**config.mk**
```make
export PLATFORM = sky130hd
export DESIGN_NAME = clk_period_meter
export DESIGN_NICKNAME = d
export VERILOG_FILES = /design/src/rtl/clk_period_meter.sv
export SDC_FILE = /design/constraint.sdc
export NUM_CORES = 1
export LEC_CHECK = 0
export ABC_AREA = 1
export CELL_PAD_IN_SITES_DETAIL_PLACEMENT = 1
export CELL_PAD_IN_SITES_GLOBAL_PLACEMENT = 2
export CORE_MARGIN = 4
export CORE_UTILIZATION = 43
export CTS_BUF_LIST = sky130_fd_sc_hd__clkbuf_2
export DETAILED_ROUTE_END_ITERATION = 10
export DONT_BUFFER_PORTS = 1
export HOLD_SLACK_MARGIN = 0.12
export PLACE_DENSITY = 0.94
export SYNTH_ARGS = -nofsm -noshare
export SYNTH_HDL_FRONTEND = slang
export SYNTH_SLANG_ARGS = --single-unit
```
**constraint.sdc**
```tcl
create_clock -name clk -period 3.75 [get_ports clk]
set_input_delay 0.5625 -clock clk [delete_from_list [all_inputs] [get_ports clk]]
set_output_delay 0.5625 -clock clk [all_outputs]
set_load 0.1 [all_outputs]
```
**src/rtl/clk_period_meter.sv**
```systemverilog
// Measures period and high time of an asynchronous square wave in clk cycles,
// with a loss-of-signal timeout and a lock indicator.
module clk_period_meter #(
   parameter int unsigned CNT_W   = 16,
   parameter int unsigned TIMEOUT = 1000
) (
   input  logic             clk,
   input  logic             rst,
   input  logic             en,
   input  logic             sig_in,
   output logic [CNT_W-1:0] period_out,
   output logic [CNT_W-1:0] high_out,
   output logic             meas_valid,
   output logic             locked,
   output logic             timeout
);

   typedef enum logic [1:0] {
      IDLE = 2'd0,
      ARM  = 2'd1,
      MEAS = 2'd2
   } state_t;

   localparam logic [CNT_W-1:0] TIMEOUT_CNT = CNT_W'(TIMEOUT);

   state_t           state;
   logic             s1, s2, s3;
   logic             rise;
   logic [CNT_W-1:0] cnt;
   logic [CNT_W-1:0] high_cnt;

   always_comb begin
      rise = s2 & ~s3;
   end

   always_ff @(posedge clk or posedge rst) begin
      if (rst) begin
         s1         <= 1'b0;
         s2         <= 1'b0;
         s3         <= 1'b0;
         state      <= IDLE;
         cnt        <= '0;
         high_cnt   <= '0;
         period_out <= '0;
         high_out   <= '0;
         meas_valid <= 1'b0;
         locked     <= 1'b0;
         timeout    <= 1'b0;
      end else begin
         s1         <= sig_in;
         s2         <= s1;
         s3         <= s2;
         meas_valid <= 1'b0;
         timeout    <= 1'b0;

         case (state)
            IDLE: begin
               cnt      <= '0;
               high_cnt <= '0;
               locked   <= 1'b0;
               if (en) state <= ARM;
            end

            ARM: begin
               if (!en) begin
                  state    <= IDLE;
                  cnt      <= '0;
                  high_cnt <= '0;
               end else if (rise) begin
                  cnt      <= CNT_W'(1);
                  high_cnt <= CNT_W'(1);
                  state    <= MEAS;
               end
            end

            MEAS: begin
               // rise is checked before the timeout so an edge landing exactly
               // on the limit still yields a measurement
               if (!en) begin
                  state    <= IDLE;
                  cnt      <= '0;
                  high_cnt <= '0;
                  locked   <= 1'b0;
               end else if (rise) begin
                  period_out <= cnt;
                  high_out   <= high_cnt;
                  meas_valid <= 1'b1;
                  locked     <= 1'b1;
                  cnt        <= CNT_W'(1);
                  high_cnt   <= CNT_W'(1);
               end else if (cnt == TIMEOUT_CNT) begin
                  timeout  <= 1'b1;
                  locked   <= 1'b0;
                  state    <= ARM;
                  cnt      <= '0;
                  high_cnt <= '0;
               end else begin
                  cnt      <= cnt + CNT_W'(1);
                  high_cnt <= high_cnt + CNT_W'(s2);
               end
            end

            default: begin
               state    <= IDLE;
               cnt      <= '0;
               high_cnt <= '0;
               locked   <= 1'b0;
            end
         endcase
      end
   end

endmodule

```
# Word-level counts from Yosys, hierarchy flattened
# Cells that the tools add are included.
[totals] register_bits=72 input_bits=4 out_inout_bits=35 elab_cells=56
[classes] n_addsub=2 n_eq_ne=8 muxes=28 bitwise=3 reduce_logical=4
[ops] op="16-bit 2-to-1 mux" count=8
[ops] op="16-bit case mux with 2 select lines" count=2
[ops] op="16-bit by 1-bit adder with 16-bit output" count=1
[ops] op="16-bit by 1-bit adder with 16-bit output (second input constant)" count=1
[ops] op="16-bit by 10-bit == test with 1-bit output (second input constant)" count=1
[ops] op="2-bit 2-to-1 mux" count=6
[ops] op="1-bit 2-to-1 mux" count=10
[ops] op="3-bit inequality test (second input constant)" count=3
[ops] op="2-bit case mux with 3 select lines" count=1
[ops] op="4-bit inequality test (second input constant)" count=1
[ops] op="4-bit AND reduction" count=1
[ops] op="3-bit AND reduction" count=1
[ops] op="2-bit by 1-bit == test with 1-bit output (second input constant)" count=1
[ops] op="2-bit == test (second input constant)" count=1
[ops] op="2-bit zero test" count=1
[ops] op="2-bit inequality test (second input constant)" count=1
[ops] op="1-bit NOT" count=2
[ops] op="1-bit case mux with 2 select lines" count=1
[ops] op="2-bit AND reduction" count=1
[ops] op="1-bit AND" count=1

# Longest topological paths before layout
[logic_depth] depth_word=5 ltp_mapped=12

# Least setup slack after synthesis
# Ideal clock, no wire load.
[synth_timing] kind="register to register" from="register s2" to="register high_cnt[6]" t_arrival_ps=1366 required_time_ps=3630 path_slack_ps=2264 stages_incl_launch_ff=10 path_cell_list="dfrtp_1 > ha_1 > ha_1 > nand2_1 > inv_1 > nand3_1 > inv_1 > nand2_1 > xor2_1 > nor2_2"
[synth_via] elab_chain_len=5
[synth_rtl] element="start, declared" line="27" rtl="logic s1, s2, s3;"
[synth_rtl] element="start signal, assigned" line="39" rtl="s2 <= 1'b0;"
[synth_rtl] element="start signal, assigned" line="51" rtl="s2 <= s1;"
[synth_rtl] element="16-bit by 1-bit adder with 16-bit output" line="99" rtl="high_cnt <= high_cnt + CNT_W'(s2);"
[synth_rtl] element="16-bit 2-to-1 mux" line="91" rtl="end else if (cnt == TIMEOUT_CNT) begin"
[synth_rtl] element="16-bit 2-to-1 mux" line="84" rtl="end else if (rise) begin"
[synth_rtl] element="16-bit 2-to-1 mux" line="79" rtl="if (!en) begin"
[synth_rtl] element="16-bit case mux with 2 select lines" line="56" rtl="case (state)"
[synth_rtl] element="end signal, assigned" line="99"
[synth_rtl] element="end, declared" line="30" rtl="logic [CNT_W-1:0] high_cnt;"
# Parallel ways exist; a longest one is shown, timed or not.
# A chain may end at the register's enable or synchronous reset.

# Final worst setup path
[layout_timing] from="register high_out[14]" to="output high_out[14]"
[layout_rtl] element="start, declared" line="12" rtl="output logic [CNT_W-1:0] high_out,"
[layout_rtl] element="start signal, assigned" line="86" rtl="high_out <= high_cnt;"
# No word-level cell between the ends.

==> results.py <==
metrics = {
    "run_status": {
        "outcome": "complete, no violations",
    },
    "final_layout": {
        "fillers": 960,
        "area_delta_synth_final_pct": 6.567,
        "layout-drive-gt1-share_pct": 12.59,
        "fin_nets": 436,
        "num_antenna_cells": 0,
        "finalNonFillerCells": 531,
    },
    "worst_setup_path": {
        "end_kind": "output pin",
        "critical_path_class": "reg -> out",
        "cp_max_fo": 2,
        "crit_path_start_kind": "register",
        "worstPathArrival_ns": 1.51,
        "worstPathRequired_ns": 3.19,
    },
    "yosys": {
        "netlist_top_cells_count": "nand2_1, dfrtp_1, inv_1",
        "synth_edf_count": 0,
        "synth_most_common_cell": "nand2_1",
        "synthesis.nets": 430,
        "synth.avg_cell_area_um2": 8.432,
        "netlist_instances": 418,
        "synth_area_leader_cell": "dfrtp_1",
        "ys_ff_latch": 72,
        "synth_cell_type_count": 26,
        "ys_async_sr_fraction_pct": 100.0,
        "synth.area.top_cells": "dfrtp_1, nand2_1, inv_1, o21ai_0, xor2_1",
        "synth_flop_cell": "dfrtp_1",
        "yosysTopAreaCellShare_pct": 51.12,
        "syn_area_um2": 3525,
        "yosys_warnings": 0,
        "yosysSeqAreaShare_pct": 51.12,
    },
    "sta": {
        "fin_crit_ns": 2.070,
        "max_freq_mhz": 483.2,
        "tns_ns": 0,
        "tightest_slew_ns": 0.9187,
        "drv_slew": 0,
        "setup_viol_count_final": 0,
        "finalHoldViolations": 0,
        "rsz0062_at_grt": "false",
        "maxSlewHeadroom_pct": 38.75,
        "timing.final.crit_share_pct": 55.19,
        "skew_ns": 0.02869,
    },
    "clocking": {
        "htreeDepth": 3,
        "cts_tree": "done",
        "cts.sinks": 72,
        "cts_max_path_buffers": 2,
        "clockRootBuffer": "clkbuf_2",
        "clk_latency_ns": 0.51,
        "cts_setup_buffers": 0,
        "post_cts_resized": 0,
        "cts_buffers": 9,
        "path_clk_slew_ns": 0.22,
    },
    "detailed_routing": {
        "avgViaCountPerCell": 5.047,
        "drt-initial-drc-count": 74,
        "num_vias": 2680,
        "antenna_left": 0,
        "wl_per_cell_um": 15.53,
        "dr.pass1.iters": 4,
        "drt_wl_total_um": 8247,
        "drc_errors": 0,
    },
    "floorplanning": {
        "boundaryPins": 39,
        "die_h_um": 98.54,
        "start_util_pct": 44.91,
        "fp.dieW_um": 98.54,
        "die_area_um2": 9709,
        "rows": 32,
        "core_area_um2": 7848,
    },
    "job": {
        "drv_cap": 0,
    },
    "power": {
        "irDropWorstVdd_mv": 0.2370,
        "p_leak_uw": 0.001769,
        "totalPowerFinal_uw": 1714,
        "p_per_area_nw_per_um2": 456.5,
    },
    "global_routing": {
        "grt_pass1_wl_um": 14410,
        "grt_pass1_vias": 2843,
        "grt-ovfl-total": 0,
        "antenna_found_initial": 0,
        "grt_max_degree": 60,
        "grt_use_total_pct": 18.45,
    },
    "place": {
        "dpl.cell_count": 513,
        "dp_hpwl_um": 5973,
        "portBuffers": 0,
        "gp_congestion": 0.8181,
    },
    "min_path": {
        "min_path_type": "in -> reg",
    },
}
## report_power, final
| group | internal, uW | total (uW) | switching, uW | leakage, uW |
|---|---|---|---|---|
| Clock | 222 | 517 | 295 | 0.0000839 |
| Sequential | 806 | 896 | 90.9 | 0.000996 |
| Combinational | 83.5 | 301 | 217 | 0.000690 |
| Total | 1110 | 1710 | 603 | 0.00177 |
## final cells by class
class | count | area (um2) | area share, %
inverter | 59 | 226.5 | 6.029
sequential | 72 | 1802 | 47.97
multi-input combinational | 278 | 1425 | 37.94
clock buffer | 9 | 45.04 | 1.199
clock inverter | 7 | 95.09 | 2.532
timing repair buffer | 4 | 35.03 | 0.9327
tap | 102 | 127.6 | 3.398
## registers in the layout, summed over array words and instances, names as in the netlist
signal	count
meas_valid	1
s2	1
s1	1
locked	1
s3	1
high_out	16
cnt	16
state	2
period_out	16
high_cnt	16
timeout	1
## cells in the final DEF (no fill, tap or decap)
| cell | Yosys | routed |
|---|---|---|
| nand2_1 | 111 | 111 |
| dfrtp_1 | 72 | 72 |
| inv_1 | 54 | 53 |
| nor2_1 | 37 | 37 |
| o21ai_0 | 30 | 30 |
| nand3_1 | 22 | 22 |
| xor2_1 | 16 | 16 |
| nor2_2 | 13 | 13 |
| nand4_1 | 9 | 9 |
| clkbuf_2 | 0 | 9 |
| ha_1 | 8 | 8 |
| nor3_1 | 7 | 7 |
| nand2_2 | 5 | 5 |
| inv_2 | 4 | 5 |
| a21oi_1 | 5 | 5 |
| o21ai_2 | 4 | 4 |
| nand2_4 | 3 | 3 |
| nor2_4 | 3 | 3 |
| o21bai_1 | 2 | 2 |
| or2_2 | 2 | 2 |
| inv_6 | 1 | 2 |
| clkinv_4 | 0 | 2 |
| bufinv_16 | 0 | 2 |
| dlygate4sd3_1 | 0 | 2 |
| buf_4 | 1 | 2 |
| nand3_2 | 1 | 1 |
| clkinv_1 | 0 | 1 |
| clkinv_2 | 0 | 1 |
## final timing paths
check	from	end	slack, ns	depth (start not counted)
setup / recovery	high_out[14]	high_out[14]	1.68	0
hold / removal	en	cnt[0]	0.21	2
setup reg to reg	state[0]	period_out[10]	1.81	7
hold reg to reg	s1	s2	0.38	0
max in group asynchronous	rst	state[0]	2.41	3
min in group asynchronous	rst	high_cnt[0]	0.56	2
## metrics by stage
| step | setup WS (ns) | utilization, % | hold slack (ns) | area [um2] |
|---|---|---|---|---|
| 2_1_floorplan | 1.363 | - | 0.3312 | 3525 |
| 3_3_place_gp | 1.812 | 45.82 | 0.3346 | 3596 |
| 3_5_place_dp | 1.796 | 45.82 | 0.3411 | 3596 |
| 4_1_cts | 1.644 | 47.86 | 0.1890 | 3756 |
| 5_1_grt | 1.559 | 47.86 | 0.1679 | 3756 |
| 6_report | 1.680 | 47.86 | 0.2148 | 3756 |
## layer usage
| layer | share of wire, % | wire, um | up-vias | global-route usage, % |
|---|---|---|---|---|
| li1 | - | - | 1309 | - |
| met1 | 45 | 3707 | 1330 | 23.74 |
| met2 | 50 | 4164 | 31 | 31.05 |
| met3 | 3.1 | 257 | 10 | 3.751 |
| met4 | 1.4 | 118 | 0 | 6.303 |
| met5 | 0 | 0 | - | 0 |
## cells by family after synthesis
| family | Yosys count | share of synthesized area, % |
|---|---|---|
| compound gates | 41 | 6.389 |
| xor+xnor | 16 | 3.976 |
| fa+ha+maj | 8 | 2.840 |
| buf+inv | 68 | 8.449 |
| flops | 72 | 51.12 |
| simple gates | 213 | 27.23 |
## what timing repair did
| action | in CTS | in global routing |
|---|---|---|
| hold buffers | 2 | 0 |
| setup endpoints to repair | 0 | 0 |
| endpoints found under the hold margin | 30 | 0 |
No activity file was read; power rests on OpenSTA's default activity.
